### src/rtl/common_scaler_pkg.sv
// Shared types for the DDA scaler: FSM states, per-cycle op encoding and a
// width helper used to size the error accumulator.
package common_scaler_pkg;

  typedef enum logic {
    IDLE = 1'b0,
    RUN  = 1'b1
  } state_e;

  typedef enum logic [1:0] {
    OP_NONE     = 2'd0,
    OP_DROP     = 2'd1,
    OP_EMIT     = 2'd2,
    OP_EMIT_POP = 2'd3
  } op_e;

  function automatic int max_int(input int a, input int b);
    return (a > b) ? a : b;
  endfunction

endpackage

### src/rtl/common_scaler_dda_core.sv
// DDA accumulator: holds acc = m_idx*s_l - s_idx*m_l and decodes the op for
// the current cycle; the top decides whether that op actually commits.
module common_scaler_dda_core
  import common_scaler_pkg::*;
#(
  parameter int C_S_WIDTH   = 12,
  parameter int C_M_WIDTH   = 12,
  parameter int C_ACC_WIDTH = 13
) (
  input  logic                 clk,
  input  logic                 reset,
  input  logic                 i_clear,
  input  logic                 i_commit,
  input  logic [C_S_WIDTH-1:0] i_s_l,
  input  logic [C_M_WIDTH-1:0] i_m_l,
  input  logic                 i_m_full,
  output logic [1:0]           o_op
);

  logic [C_ACC_WIDTH-1:0] r_acc;
  logic [C_ACC_WIDTH-1:0] w_s_ext;
  logic [C_ACC_WIDTH-1:0] w_m_ext;
  logic [C_ACC_WIDTH-1:0] w_acc_plus_s;
  logic [C_ACC_WIDTH-1:0] w_acc_next;
  op_e                    w_op;

  assign w_s_ext      = C_ACC_WIDTH'(i_s_l);
  assign w_m_ext      = C_ACC_WIDTH'(i_m_l);
  // acc < m_l whenever this sum is used, so it stays below s_l+m_l and fits.
  assign w_acc_plus_s = r_acc + w_s_ext;

  always_comb begin
    w_op = OP_NONE;
    if (r_acc >= w_m_ext) begin
      w_op = OP_DROP;
    end else if (!i_m_full) begin
      w_op = (w_acc_plus_s >= w_m_ext) ? OP_EMIT_POP : OP_EMIT;
    end
  end

  always_comb begin
    w_acc_next = r_acc;
    case (w_op)
      OP_DROP:     w_acc_next = r_acc - w_m_ext;
      OP_EMIT:     w_acc_next = w_acc_plus_s;
      OP_EMIT_POP: w_acc_next = w_acc_plus_s - w_m_ext;
      default:     w_acc_next = r_acc;
    endcase
  end

  always_ff @(posedge clk) begin
    if (reset || i_clear) begin
      r_acc <= '0;
    end else if (i_commit) begin
      r_acc <= w_acc_next;
    end
  end

  assign o_op = w_op;

endmodule

### src/rtl/common_scaler_dda.sv
// Nearest-neighbour line scaler controller: steps s_l sources onto m_l outputs
// with a DDA, issuing pop/push strobes gated by the stream handshakes.
module common_scaler_dda
  import common_scaler_pkg::*;
#(
  parameter  int C_S_WIDTH   = 12,
  parameter  int C_M_WIDTH   = 12,
  localparam int C_ACC_WIDTH = max_int(C_S_WIDTH, C_M_WIDTH) + 1
) (
  input  logic                 clk,
  input  logic                 reset,
  input  logic                 enable,
  input  logic                 start,
  input  logic [C_S_WIDTH-1:0] s_nbr,
  input  logic [C_M_WIDTH-1:0] m_nbr,
  input  logic                 s_valid,
  input  logic                 m_ready,
  output logic                 s_pop,
  output logic                 m_push,
  output logic                 m_first,
  output logic                 m_last,
  output logic [C_S_WIDTH-1:0] s_idx,
  output logic [C_M_WIDTH-1:0] m_idx,
  output logic                 busy,
  output logic                 done,
  output logic                 cfg_err
);

  state_e               r_state;
  logic [C_S_WIDTH-1:0] r_s_l;
  logic [C_M_WIDTH-1:0] r_m_l;
  logic [C_S_WIDTH-1:0] r_s_idx;
  logic [C_M_WIDTH-1:0] r_m_idx;
  logic                 r_busy;
  logic                 r_done;
  logic                 r_cfg_err;

  logic [1:0]           w_op_raw;
  op_e                  w_op;
  logic                 w_run;
  logic                 w_m_full;
  logic                 w_s_pop;
  logic                 w_m_push;
  logic                 w_commit;
  logic [C_S_WIDTH-1:0] w_s_idx_next;
  logic [C_M_WIDTH-1:0] w_m_idx_next;
  logic                 w_line_end;
  logic                 w_start_req;
  logic                 w_cfg_zero;
  logic                 w_start_ok;
  logic                 w_start_bad;

  assign w_run    = (r_state == RUN) && enable;
  assign w_m_full = (r_m_idx == r_m_l);
  assign w_op     = op_e'(w_op_raw);

  common_scaler_dda_core #(
    .C_S_WIDTH  (C_S_WIDTH),
    .C_M_WIDTH  (C_M_WIDTH),
    .C_ACC_WIDTH(C_ACC_WIDTH)
  ) u_core (
    .clk     (clk),
    .reset   (reset),
    .i_clear (w_start_ok),
    .i_commit(w_commit),
    .i_s_l   (r_s_l),
    .i_m_l   (r_m_l),
    .i_m_full(w_m_full),
    .o_op    (w_op_raw)
  );

  // A DROP needs only a source; an EMIT also needs the sink, and its
  // companion pop rides on the push so the head is never consumed early.
  always_comb begin
    w_s_pop  = 1'b0;
    w_m_push = 1'b0;
    if (w_run) begin
      case (w_op)
        OP_DROP: w_s_pop = s_valid;
        OP_EMIT: w_m_push = s_valid && m_ready;
        OP_EMIT_POP: begin
          w_m_push = s_valid && m_ready;
          w_s_pop  = s_valid && m_ready;
        end
        default: begin
          w_s_pop  = 1'b0;
          w_m_push = 1'b0;
        end
      endcase
    end
  end

  assign w_commit     = w_s_pop || w_m_push;
  assign w_s_idx_next = r_s_idx + C_S_WIDTH'(w_s_pop);
  assign w_m_idx_next = r_m_idx + C_M_WIDTH'(w_m_push);
  assign w_line_end   = (w_s_idx_next == r_s_l) && (w_m_idx_next == r_m_l);

  assign w_start_req = (r_state == IDLE) && enable && start;
  assign w_cfg_zero  = (s_nbr == '0) || (m_nbr == '0);
  assign w_start_ok  = w_start_req && !w_cfg_zero;
  assign w_start_bad = w_start_req && w_cfg_zero;

  always_ff @(posedge clk) begin
    if (reset) begin
      r_state   <= IDLE;
      r_s_l     <= '0;
      r_m_l     <= '0;
      r_s_idx   <= '0;
      r_m_idx   <= '0;
      r_busy    <= 1'b0;
      r_done    <= 1'b0;
      r_cfg_err <= 1'b0;
    end else begin
      r_done    <= 1'b0;
      r_cfg_err <= 1'b0;
      case (r_state)
        IDLE: begin
          if (w_start_ok) begin
            r_s_l   <= s_nbr;
            r_m_l   <= m_nbr;
            r_s_idx <= '0;
            r_m_idx <= '0;
            r_busy  <= 1'b1;
            r_state <= RUN;
          end else if (w_start_bad) begin
            r_cfg_err <= 1'b1;
          end
        end
        RUN: begin
          r_s_idx <= w_s_idx_next;
          r_m_idx <= w_m_idx_next;
          // Leave on the committing cycle so done lands in the first IDLE cycle.
          if (w_commit && w_line_end) begin
            r_state <= IDLE;
            r_busy  <= 1'b0;
            r_done  <= 1'b1;
          end
        end
        default: r_state <= IDLE;
      endcase
    end
  end

  assign s_pop   = w_s_pop;
  assign m_push  = w_m_push;
  assign m_first = w_m_push && (r_m_idx == '0);
  assign m_last  = w_m_push && (r_m_idx == r_m_l - 1'b1);
  assign s_idx   = r_s_idx;
  assign m_idx   = r_m_idx;
  assign busy    = r_busy;
  assign done    = r_done;
  assign cfg_err = r_cfg_err;

endmodule

### config.mk
export PLATFORM = sky130hd
export DESIGN_NAME = common_scaler_dda
export DESIGN_NICKNAME = d
export VERILOG_FILES = /design/src/rtl/common_scaler_pkg.sv /design/src/rtl/common_scaler_dda_core.sv /design/src/rtl/common_scaler_dda.sv
export SDC_FILE = /design/constraint.sdc
export NUM_CORES = 1
export LEC_CHECK = 0
export ABC_AREA = 1
export CAP_MARGIN = 0
export CORE_MARGIN = 1
export CORE_UTILIZATION = 55
export DETAILED_ROUTE_END_ITERATION = 8
export DONT_BUFFER_PORTS = 1
export GPL_ROUTABILITY_DRIVEN = 0
export PLACE_DENSITY_LB_ADDON = 0.15
export SLEW_MARGIN = 10
export SYNTH_ARGS = -nofsm -noshare
export SYNTH_HDL_FRONTEND = slang
export SYNTH_SLANG_ARGS = --single-unit
### constraint.sdc
create_clock -name clk -period 7.83 [get_ports clk]
set_clock_uncertainty 0.2 [all_clocks]
set_input_delay 1.566 -clock clk [delete_from_list [all_inputs] [get_ports clk]]
set_output_delay 1.566 -clock clk [all_outputs]
set_load 0.03 [all_outputs]
==> impl_metrics.json <==
{
  "first_pass_iters": 5,
  "synth-async-reset-ratio_pct": 0,
  "syn_area_per_cell_um2": 6.413,
  "seq_power_share_pct": 31.1,
  "r2r.worst_path.cells": 33,
  "hp-start": "r_s_l[2]$_SDFFE_PP0P_",
  "syn_nets": 1016,
  "tightest_slew_ns": 1.062,
  "initial_core_util_pct": 57.48,
  "crit_slowest_cell": "fa_1",
  "area_growth_syn_to_layout_pct": 4.350,
  "synth_cell_types": 43,
  "yosysWarnings": 0,
  "ys_ff_latch": 65,
  "synth_top_area_cell": "dfxtp_1",
  "max_freq_mhz": 172.4,
  "drt_iter0_drc": 389,
  "power_frac_clock_pct": 29.9,
  "post_cts_resized": 0,
  "power_density_mw_per_mm2": 182.8,
  "grt-ovfl-total": 0,
  "clock_latency_ns": 0.36,
  "dieHeight_um": 106.8,
  "rows": 37,
  "status": "complete, no violations",
  "cts-root-buf": "clkbuf_8",
  "crit_required_ns": 6.06,
  "synth_edf_count": 0,
  "clkTransAtPathRegs_ns": 0.07,
  "ys_top_cells_by_area": "dfxtp_1 22%, nand2_1 14%, ha_1 8.5%",
  "met1_length_um": 7521,
  "ant_nets": 0,
  "slew_violations": 0,
  "wl_met2_um": 7308,
  "cts_tree": "built",
  "worst-setup-path-type": "reg2out",
  "hold_end": "r_s_l[2]$_SDFFE_PP0P_",
  "synth.top_cell.area_share_pct": 21.54,
  "drcViolationCount": 0,
  "grt_pass1_vias": 5470,
  "cp_max_fo": 15,
  "die_area_mm2": 0.01141,
  "grt_max_degree": 31,
  "switchingPower_uw": 458.4,
  "routed_via_density": 5.619,
  "multi_input_area_mm2": 0.004116,
  "drv_cap": 0,
  "power.share.switching_pct": 39.77,
  "critPathLaunchType": "register",
  "dp_hpwl_um": 13010,
  "portBuffers": 0,
  "cts_sinks": 65,
  "cts_hold_buf": 0,
  "post-cts-setup-buffers": 0,
  "hold-path-cell-count": 2,
  "fin_crit_ns": 5.801,
  "cp.arrival_ns": 4.03,
  "peakVddDrop_mv": 0.1202,
  "setup_tns_ns": 0,
  "place_area_mm2": 0.006066,
  "io_pins": 61,
  "vias": 6012,
  "cts_made_buffers": 9,
  "cts-htree-levels": 3,
  "path_cells": "ha_1 > inv_1 > fa_1 > o21ai_2 > nand3_1 > nand3_1 > xor2_1 > ha_1 > inv_1 > o21ai_0 > a21oi_1 > nand3_1 > nand2_2 > nand3_2 > nand2_4 > nand2_4 > nand2_4 > inv_1",
  "worst_hold_slack_ns": 0.3041,
  "grt_use_total_pct": 29.87,
  "yosysSeqAreaShare_pct": 21.54,
  "syn_area_mm2": 0.006041,
  "power.internal_uw": 694.1,
  "final.period_utilization_pct": 74.09,
  "fillerInstances": 1004,
  "netlist_instances": 942,
  "drive_above_1_share_pct": 5.567,
  "wl_per_cell_um": 15.28,
  "highest_layer": "met4",
  "r2r-start": "r_s_l[0]$_SDFFE_PP0P_",
  "fp.dieW_um": 106.8,
  "regToRegEndpoint": "done$_SDFF_PP0_",
  "reg2reg_slack_ns": 2.20,
  "hold_viol": 0,
  "slowest_delay_ns": 0.41,
  "combPwrFrac_pct": 39.0,
  "cp-end-kind": "output port",
  "grt_pass1_wl_um": 26370,
  "dr_wl_met3_um": 1119,
  "numPlacedInstances": 1054,
  "grt_setup_unrepaired": "no",
  "slew-limit-headroom_pct": 29.08,
  "totalWireLength_um": 16350,
  "synth_ff_type": "dfxtp_1",
  "seqCellArea_mm2": 0.001301,
  "p_leak_uw": 0.002971,
  "insertedDiodeCount": 0,
  "stdcell_area_mm2": 0.006304,
  "stdcell_count": 1070,
  "finalSetupViolCount": 0,
  "antenna_found_initial": 0,
  "min_path_type": "reg2reg",
  "clockBufferDepth": 2,
  "final_nets": 1003,
  "fp.coreArea_mm2": 0.01051
}
[final cells by class]
class,instances,area share [%]
clock buffers,11,2.402
clock inverters,5,1.370
inverters,123,7.344
multi-input cells,728,65.30
flip-flops and latches,65,20.64
well taps,136,2.699
repair buffers,2,0.2382
[logic make-up (layout without fill, tap and decap cells)]
| group | Yosys count | count (layout) | synth area share [%] |
|---|---|---|---|
| DFF | 65 | 65 | 21.54 |
| adders and majority gates | 44 | 44 | 9.486 |
| and+or+nand+nor | 486 | 486 | 36.62 |
| AOI/OAI and AO/OA | 141 | 141 | 12.59 |
| xor gates and xnor gates | 57 | 57 | 9.445 |
| buffers and inverters | 149 | 141 | 10.31 |
[state kept, by name, indices dropped and copies added (netlist names)]
name	cells
busy	1
cfg_err	1
done	1
m_idx	12
r_m_l	12
r_s_l	12
r_state	1
s_idx	12
u_core.r_acc	13
[how the worst max path moves through the flow]
stage / start / endpoint / cells after the start
6_report: r_s_l[0]$_SDFFE_PP0P_ / s_pop / 18
3_3_place_gp: r_s_l[0]$_SDFFE_PP0P_ / done$_SDFF_PP0_ / 33
3_5_place_dp: r_s_l[0]$_SDFFE_PP0P_ / r_state$_SDFF_PP0_ / 32
2_1_floorplan: r_s_l[0]$_SDFFE_PP0P_ / busy$_SDFFE_PP0P_ / 34
5_1_grt: r_s_l[0]$_SDFFE_PP0P_ / done$_SDFF_PP0_ / 33
4_1_cts: r_s_l[0]$_SDFFE_PP0P_ / s_pop / 18
[metal layers]
metal,GRT usage [%],vias up
met4,11.15,0
met5,0,-
met2,48.29,214
met3,5.897,28
li1,-,3085
met1,39.23,2685
[metrics by stage]
| stage | utilization [%] | total power, uW | worst slack (ns) |
|---|---|---|---|
| floorplan | - | 736.4 | 2.927 |
| finish | 59.98 | 1153 | 2.029 |
| global route | 59.98 | 1224 | 1.666 |
| global placement | 57.72 | 801.5 | 2.385 |
| CTS | 59.98 | 1150 | 2.040 |
| detailed placement | 57.72 | 804.1 | 2.207 |
[power groups by stage]
stage / sequential (uW) / combinational [uW] / clock, uW
final: 358 / 449 / 345
after global routing: 360 / 502 / 362
after CTS: 358 / 441 / 351
after detailed placement: 366 / 438 / 0
after global placement: 366 / 436 / 0
after floorplan: 359 / 378 / 0
[critical path, delay by kind of cell (launching register included)]
kind	cells	cell delay, ns
AOI/OAI and AO/OA	3	0.51
adders and majority gates	3	0.94
DFF	1	0.35
buffers and inverters	3	0.38
and+or+nand+nor	8	1.16
xor gates and xnor gates	1	0.31
[synth_stat cells, types with 4 or more instances]
| library cell | n |
|---|---|
| a21oi_1 | 82 |
| buf_2 | 8 |
| buf_6 | 6 |
| clkbuf_1 | 9 |
| dfxtp_1 | 65 |
| ha_1 | 41 |
| inv_1 | 116 |
| inv_2 | 4 |
| nand2_1 | 226 |
| nand2_2 | 4 |
| nand2_4 | 4 |
| nand3_1 | 89 |
| nand3b_1 | 14 |
| nand4_1 | 29 |
| nor2_1 | 87 |
| nor2_4 | 4 |
| nor3_1 | 9 |
| nor4_1 | 9 |
| o21ai_0 | 34 |
| o21bai_1 | 7 |
| or2_2 | 5 |
| xnor2_1 | 23 |
| xnor2_2 | 4 |
| xor2_1 | 27 |
[cells in the final DEF, fill, tap and decap left out, types with 9 or more instances in the layout]
master,instances
ha_1,41
nand4_1,29
nand3b_1,14
clkbuf_8,11
a21oi_1,82
nor4_1,9
xnor2_1,23
nand2_1,226
nor2_1,87
o21ai_0,34
nor3_1,9
dfxtp_1,65
nand3_1,89
xor2_1,27
inv_1,116
Note: power is estimated with default switching activity, not from simulation.
